`src/rtl/multdiv_defs.sv`:
```
// Shared definitions for the iterative multiply/divide unit.
//   DefaultWidth : default operand/result width (also the iteration count)
//   state_e      : control FSM state encodings
//   op_e         : datapath operation select
package multdiv_defs;

    localparam int unsigned DefaultWidth = 32;

    typedef enum logic [1:0] {
        StIdle = 2'b00,
        StMul  = 2'b01,
        StDiv  = 2'b10,
        StDone = 2'b11
    } state_e;

    typedef enum logic {
        OpMul = 1'b0,
        OpDiv = 1'b1
    } op_e;

endpackage

```
`src/rtl/multdiv_datapath.sv`:
```
// Step registers shared by the radix-2 Booth multiplier and the non-restoring divider.
//   clk, rst       : clock, synchronous active-high reset
//   load           : latch operands and operation, clear the accumulator
//   step           : perform one add/sub-shift iteration
//   op             : operation to latch on load
//   load_m         : multiplicand (mul) or divisor magnitude (div)
//   load_lo        : multiplier (mul) or dividend magnitude (div)
//   product_next   : full 2*WIDTH product as it will be after the current step
//   quotient_next  : quotient as it will be after the current step
module multdiv_datapath
    import multdiv_defs::*;
#(
    parameter int unsigned WIDTH = DefaultWidth
) (
    input  logic                 clk,
    input  logic                 rst,
    input  logic                 load,
    input  logic                 step,
    input  op_e                  op,
    input  logic [WIDTH-1:0]     load_m,
    input  logic [WIDTH-1:0]     load_lo,
    output logic [2*WIDTH-1:0]   product_next,
    output logic [WIDTH-1:0]     quotient_next
);

    // acc holds the Booth upper half (low WIDTH bits used) or the signed partial remainder.
    // The remainder spans [-D, D) with D up to 2^(WIDTH-1), so the shifted form needs WIDTH+2.
    logic [WIDTH+1:0] acc_q, acc_d;
    logic [WIDTH-1:0] lo_q, lo_d;
    logic [WIDTH-1:0] m_q;
    logic             booth_q, booth_d;
    op_e              op_q;

    logic [WIDTH:0]   hi_ext, m_ext, booth_sum;
    logic [WIDTH+1:0] shifted, div_ext, rem_next;

    always_comb begin
        // Booth: add/sub in WIDTH+1 bits so that subtracting the most negative
        // multiplicand cannot overflow before the arithmetic shift.
        hi_ext = {acc_q[WIDTH-1], acc_q[WIDTH-1:0]};
        m_ext  = {m_q[WIDTH-1], m_q};
        case ({lo_q[0], booth_q})
            2'b01:   booth_sum = hi_ext + m_ext;
            2'b10:   booth_sum = hi_ext - m_ext;
            default: booth_sum = hi_ext;
        endcase

        // Non-restoring: shift the next dividend bit in, then subtract when the
        // remainder is non-negative, add back when it is negative.
        shifted  = {acc_q[WIDTH:0], lo_q[WIDTH-1]};
        div_ext  = {2'b00, m_q};
        rem_next = acc_q[WIDTH+1] ? (shifted + div_ext) : (shifted - div_ext);

        if (op_q == OpDiv) begin
            acc_d   = rem_next;
            lo_d    = {lo_q[WIDTH-2:0], ~rem_next[WIDTH+1]};
            booth_d = 1'b0;
        end else begin
            acc_d   = {{2{booth_sum[WIDTH]}}, booth_sum[WIDTH:1]};
            lo_d    = {booth_sum[0], lo_q[WIDTH-1:1]};
            booth_d = lo_q[0];
        end
    end

    assign product_next  = {acc_d[WIDTH-1:0], lo_d};
    assign quotient_next = lo_d;

    always_ff @(posedge clk) begin
        if (rst) begin
            acc_q   <= '0;
            lo_q    <= '0;
            m_q     <= '0;
            booth_q <= 1'b0;
            op_q    <= OpMul;
        end else if (load) begin
            acc_q   <= '0;
            lo_q    <= load_lo;
            m_q     <= load_m;
            booth_q <= 1'b0;
            op_q    <= op;
        end else if (step) begin
            acc_q   <= acc_d;
            lo_q    <= lo_d;
            booth_q <= booth_d;
        end
    end

endmodule

```
`src/rtl/multdiv_unit.sv`:
```
// Iterative signed multiply/divide unit for the execute stage.
//   clk, rst        : clock, synchronous active-high reset
//   flush           : abort the in-flight operation without a result
//   ctrl_mult       : start multiply (wins when both starts are high)
//   ctrl_div        : start divide
//   data_operandA   : multiplicand / dividend
//   data_operandB   : multiplier / divisor
//   data_result     : low product bits / truncated quotient, held until the next result
//   data_exception  : overflow or divide-by-zero, valid with data_resultRDY
//   data_resultRDY  : one-cycle result-valid pulse
//   busy            : operation in flight, stalls the front of the pipeline
module multdiv_unit
    import multdiv_defs::*;
#(
    parameter int unsigned WIDTH = DefaultWidth
) (
    input  logic             clk,
    input  logic             rst,
    input  logic             flush,
    input  logic             ctrl_mult,
    input  logic             ctrl_div,
    input  logic [WIDTH-1:0] data_operandA,
    input  logic [WIDTH-1:0] data_operandB,
    output logic [WIDTH-1:0] data_result,
    output logic             data_exception,
    output logic             data_resultRDY,
    output logic             busy
);

    localparam int unsigned     CntW      = $clog2(WIDTH);
    localparam logic [CntW-1:0] LastCount = CntW'(WIDTH - 1);
    localparam logic [WIDTH-1:0] MinVal   = {1'b1, {(WIDTH - 1){1'b0}}};

    state_e          state_q;
    logic [CntW-1:0] count_q;
    logic            neg_q;
    logic            div0_q;
    logic            ovf_q;
    logic [WIDTH-1:0] result_q;
    logic            exc_q;
    logic            rdy_q;
    logic            busy_q;

    logic             start_req, load, step, running;
    op_e              start_op;
    logic [WIDTH-1:0] mag_a, mag_b, load_m, load_lo;
    logic [2*WIDTH-1:0] product_next;
    logic [WIDTH-1:0] quotient_next;
    logic [WIDTH:0]   prod_top;
    logic             mul_ovf;
    logic [WIDTH-1:0] quot_signed;

    always_comb begin
        start_req = ctrl_mult | ctrl_div;
        start_op  = ctrl_mult ? OpMul : OpDiv;
        running   = (state_q == StMul) || (state_q == StDiv);
        // Flush beats a start; a start beats continuing the current op.
        load      = start_req & ~flush;
        step      = running & ~load & ~flush;

        mag_a   = data_operandA[WIDTH-1] ? (~data_operandA + 1'b1) : data_operandA;
        mag_b   = data_operandB[WIDTH-1] ? (~data_operandB + 1'b1) : data_operandB;
        load_m  = (start_op == OpDiv) ? mag_b : data_operandA;
        load_lo = (start_op == OpDiv) ? mag_a : data_operandB;

        // The product fits WIDTH bits only if bits 2W-1..W-1 are all equal.
        prod_top    = product_next[2*WIDTH-1:WIDTH-1];
        mul_ovf     = ~((&prod_top) | ~(|prod_top));
        quot_signed = neg_q ? (~quotient_next + 1'b1) : quotient_next;
    end

    multdiv_datapath #(
        .WIDTH (WIDTH)
    ) u_datapath (
        .clk           (clk),
        .rst           (rst),
        .load          (load),
        .step          (step),
        .op            (start_op),
        .load_m        (load_m),
        .load_lo       (load_lo),
        .product_next  (product_next),
        .quotient_next (quotient_next)
    );

    always_ff @(posedge clk) begin
        if (rst) begin
            state_q  <= StIdle;
            count_q  <= '0;
            neg_q    <= 1'b0;
            div0_q   <= 1'b0;
            ovf_q    <= 1'b0;
            result_q <= '0;
            exc_q    <= 1'b0;
            rdy_q    <= 1'b0;
            busy_q   <= 1'b0;
        end else begin
            rdy_q <= 1'b0;
            if (flush) begin
                state_q <= StIdle;
                busy_q  <= 1'b0;
            end else if (start_req) begin
                state_q <= (start_op == OpMul) ? StMul : StDiv;
                count_q <= '0;
                busy_q  <= 1'b1;
                exc_q   <= 1'b0;
                neg_q   <= data_operandA[WIDTH-1] ^ data_operandB[WIDTH-1];
                div0_q  <= (data_operandB == '0);
                ovf_q   <= (data_operandA == MinVal) && (data_operandB == '1);
            end else begin
                unique case (state_q)
                    StIdle: ;
                    StMul, StDiv: begin
                        count_q <= count_q + 1'b1;
                        // The last step's outcome is taken straight from the datapath
                        // so the result registers together with the DONE transition.
                        if (count_q == LastCount) begin
                            state_q <= StDone;
                            busy_q  <= 1'b0;
                            rdy_q   <= 1'b1;
                            if (state_q == StMul) begin
                                result_q <= product_next[WIDTH-1:0];
                                exc_q    <= mul_ovf;
                            end else if (div0_q) begin
                                result_q <= '0;
                                exc_q    <= 1'b1;
                            end else begin
                                result_q <= quot_signed;
                                exc_q    <= ovf_q;
                            end
                        end
                    end
                    StDone: state_q <= StIdle;
                    default: state_q <= StIdle;
                endcase
            end
        end
    end

    assign data_result    = result_q;
    assign data_exception = exc_q;
    assign data_resultRDY = rdy_q;
    assign busy           = busy_q;

endmodule

```
`config.mk`:
```
export PLATFORM = sky130hd
export DESIGN_NAME = multdiv_unit
export DESIGN_NICKNAME = d
export VERILOG_FILES = /design/src/rtl/multdiv_defs.sv /design/src/rtl/multdiv_datapath.sv /design/src/rtl/multdiv_unit.sv
export SDC_FILE = /design/constraint.sdc
export NUM_CORES = 1
export LEC_CHECK = 0
export CAP_MARGIN = 20
export CORE_MARGIN = 10
export CORE_UTILIZATION = 42
export DETAILED_ROUTE_END_ITERATION = 7
export PLACE_DENSITY_LB_ADDON = 0.3
export SLEW_MARGIN = 20
export SYNTH_ARGS = -nofsm -noshare
export SYNTH_HDL_FRONTEND = slang
export SYNTH_SLANG_ARGS = --single-unit
```
`constraint.sdc`:
```
create_clock -name clk -period 7.9 [get_ports clk]
set_clock_uncertainty 0.05 [all_clocks]
set_input_delay 1.58 -clock clk [delete_from_list [all_inputs] [get_ports clk]]
set_output_delay 1.58 -clock clk [all_outputs]
set_load 0.02 [all_outputs]
```
==> out/metrics.csv <==
metric,value,unit
Max Fclk,141.9,MHz
RR Startpoint,u_datapath.m_q[0]$_SDFFE_PP0P_,
DIE WIDTH,205.7,um
Synth Flop Type,dfxtp_1,
CTS sink cnt,145,
Tightest Pin Transition,1.008,ns
Post-DRT Antenna Nets,0,
post-synth top area cell,dfxtp_1,
Worst Hold Depth,2,
largest net degree at the start of global routing,103,
GRT Total Usage,22.67,%
TritonRoute pass-1 iters,7,
syn nets,2213,
Buffers on Ports,103,
Final Setup Violations,0,
number of global-route vias before repair,14010,
Avg Synthesized Cell Area,7.005,um^2
Final Power,2.651,mW
outcome,finished clean,
Hold WS,0.4040,ns
Hold Crit Class,reg -> reg,
post-synth top area share,20.05,%
power per cell area,163.8,nW/um^2
Fillers,3413,
Num CTS Buffers,17,
Post-synth EDFFs,0,
drt wl/cell,19.33,um
# diodes,0,
Area Growth Syn to Fin,11.79,%
multi-input logic area,10870,um^2
Post-Place Cells,2495,
gr ovfl total,0,
crit path capture,data_result[28]$_SDFFE_PP0P_,
period utilization,89.21,%
"commonest non-fill, non-tap cell in the layout",nand2_1,
antenna violations before repair,0,
CTS tree,built,
Final Hold Fails,0,
Clock Path Buffers,2,
critical path data required time,8.17,ns
fin nets,2212,
layout cells sized above 1,5.195,%
LEAKAGE,6.064,nW
Starting DRT DRC Count,1713,
Initial Util,42.86,%
WP data arrival,7.32,ns
post-DP HPWL,37760,um
Startpoint Class,flop,
CP Class,reg -> reg,
DR vias/cell,6.023,
first-pass GRT wire length,77160,um
Slew HR,32.79,%
Max VDD drop,0.1631,mV
Post-CTS Setup Repair Bufs,0,
Worst Reg-to-Reg Cells,27,
Ys Warns,0,
ys async rst share,0,%
die area,42300,um^2
clock period minus worst slack,7.048,ns
Max Cap Viol,0,
FF-to-FF End,data_result[28]$_SDFFE_PP0P_,
Non-Filler Instances,2527,
RSZ-0062 raised after global routing,no,
final WL,48840,um
"Hold-fix buffers, CTS",0,
Pins Over Slew Limit,0,
root buffer cell,clkbuf_16,
CP endpoint kind,flop,
clk slew on worst S/H paths,0.06,ns
RePlAce Congestion,0.9920,
Mapped Area,14480,um^2
clk_lat worst skew,0.44,ns
Area contributors post-synth,"dfxtp_1 (20%), a21oi_1 (7.2%), nand2_1 (7.2%)",
post-cts resize count,0,
Ports,104,
total negative slack,0,ns
H-tree levels,4,
# DRC,0,
row count,67,
Seq cells post-synth,145,
most frequent cells in the layout,"nand2_1 (276), nor2_1 (235), a21oi_1 (208)",
count of cell types in the netlist,94,
Reg area,2907,um^2
post-synthesis sequential area ratio,20.05,%
Vias,15220,
Die Y,205.7,um
Cells after Synth,2067,
core box area,33780,um^2
Critical path origin,u_datapath.m_q[0]$_SDFFE_PP0P_,
"reg-to-reg slack, setup",0.85,ns
Critical Path Fanout Max,19,
==> Yosys cell counts (11+ instances only) <==
library cell	number
nor2b_1	22
ha_1	75
nand3_1	36
nor2_1	237
a211oi_1	57
nand2b_1	19
o21a_1	16
or3_1	26
nand4_1	28
nor4_1	20
and3_1	17
xnor2_1	79
or4_1	11
dfxtp_1	145
a31oi_1	18
mux2i_1	36
buf_1	16
buf_2	20
a22oi_1	22
xor2_1	110
nor3_1	53
o21ai_1	11
inv_1	36
o21ai_0	147
clkbuf_1	99
a21oi_1	208
nand2_1	276
o31ai_1	27
a21o_1	21
==> area by class of cell <==
type / count / area share, %
Clock buffer: 19 / 2.675
Sequential cell: 145 / 17.96
Timing Repair Buffer: 123 / 7.267
Multi-Input combinational cell: 1743 / 67.16
Clock inverter: 13 / 0.6416
Tap cell: 448 / 3.463
Inverter: 36 / 0.8349
==> sequential cells by signal, indices dropped and copies added (netlist names) <==
signal              cells
busy                    1
count_q                 5
data_exception          1
data_result            32
data_resultRDY          1
div0_q                  1
neg_q                   1
ovf_q                   1
state_q                 2
u_datapath.acc_q       34
u_datapath.booth_q      1
u_datapath.lo_q        32
u_datapath.m_q         32
u_datapath.op_q         1
==> per-stage QoR <==
step / setup WS, ns / area [um^2] / util, %
2_1_floorplan: 1.796 / 14480 / -
3_3_place_gp: 1.140 / 15650 / 46.31
3_5_place_dp: 0.9974 / 15650 / 46.31
4_1_cts: 0.9553 / 16180 / 47.90
5_1_grt: 0.2386 / 16190 / 47.91
6_report: 0.8521 / 16190 / 47.91
==> per-layer routing <==
metal	GRT usage [%]	up-vias	wire, um
met5	0	-	0
met4	6.511	0	964
met3	3.428	65	3636
met2	36.05	619	22300
met1	31.00	7097	21930
li1	-	7438	-
==> kinds of logic (layout without fill, tap and decap cells) <==
logic type / Yosys count / count (layout) / share of synthesized area (%)
AO/OA/AOI/OAI: 623 / 623 / 26.88
multiplexers: 45 / 45 / 3.267
flip-flops: 145 / 145 / 20.05
AND/OR/NAND/NOR: 809 / 809 / 26.57
buffers and inverters: 179 / 191 / 5.038
XOR/XNOR: 189 / 189 / 11.43
adder cells (fa/ha/maj): 77 / 77 / 6.758
==> worst min-delay path by stage <==
stage	startpoint	endpoint	slack (ns)
after floorplan	ovf_q$_SDFFE_PP0P_	ovf_q$_SDFFE_PP0P_	0.38
final	data_result[0]$_SDFFE_PP0P_	data_result[0]$_SDFFE_PP0P_	0.40
after global routing	data_result[23]$_SDFFE_PP0P_	data_result[23]$_SDFFE_PP0P_	0.44
after detailed placement	data_result[0]$_SDFFE_PP0P_	data_result[0]$_SDFFE_PP0P_	0.40
after CTS	data_result[0]$_SDFFE_PP0P_	data_result[0]$_SDFFE_PP0P_	0.41
after global placement	data_result[5]$_SDFFE_PP0P_	data_result[5]$_SDFFE_PP0P_	0.39
==> where the power goes <==
part / switching, mW / internal [mW] / total, mW / leakage [nW]
Sequential: 0.0436 / 0.759 / 0.802 / 1.18
Combinational: 0.687 / 0.398 / 1.09 / 4.63
Clock: 0.357 / 0.407 / 0.764 / 0.253
==> worst max-delay path, cell delays in order, from the launching register on <==
cell      delay [ns]
dfxtp_1         0.35
inv_1           0.07
ha_1            0.22
or3b_2          0.50
nor4b_2         0.39
and2_1          0.23
nand2_1         0.10
nor4b_1         0.45
nor2_1          0.10
xor2_1          0.19
ha_1            0.37
a21oi_1         0.22
o21ai_1         0.13
a211o_1         0.30
or3_1           0.33
a31oi_2         0.24
o221ai_1        0.24
and3_4          0.23
nor3_4          0.16
buf_4           0.26
ha_1            0.25
nand3_1         0.12
or3_1           0.40
o31ai_1         0.44
o21ai_0         0.20
xnor2_1         0.16
a22oi_1         0.16
nor2_1          0.05
(Power assumes the default switching activity.)
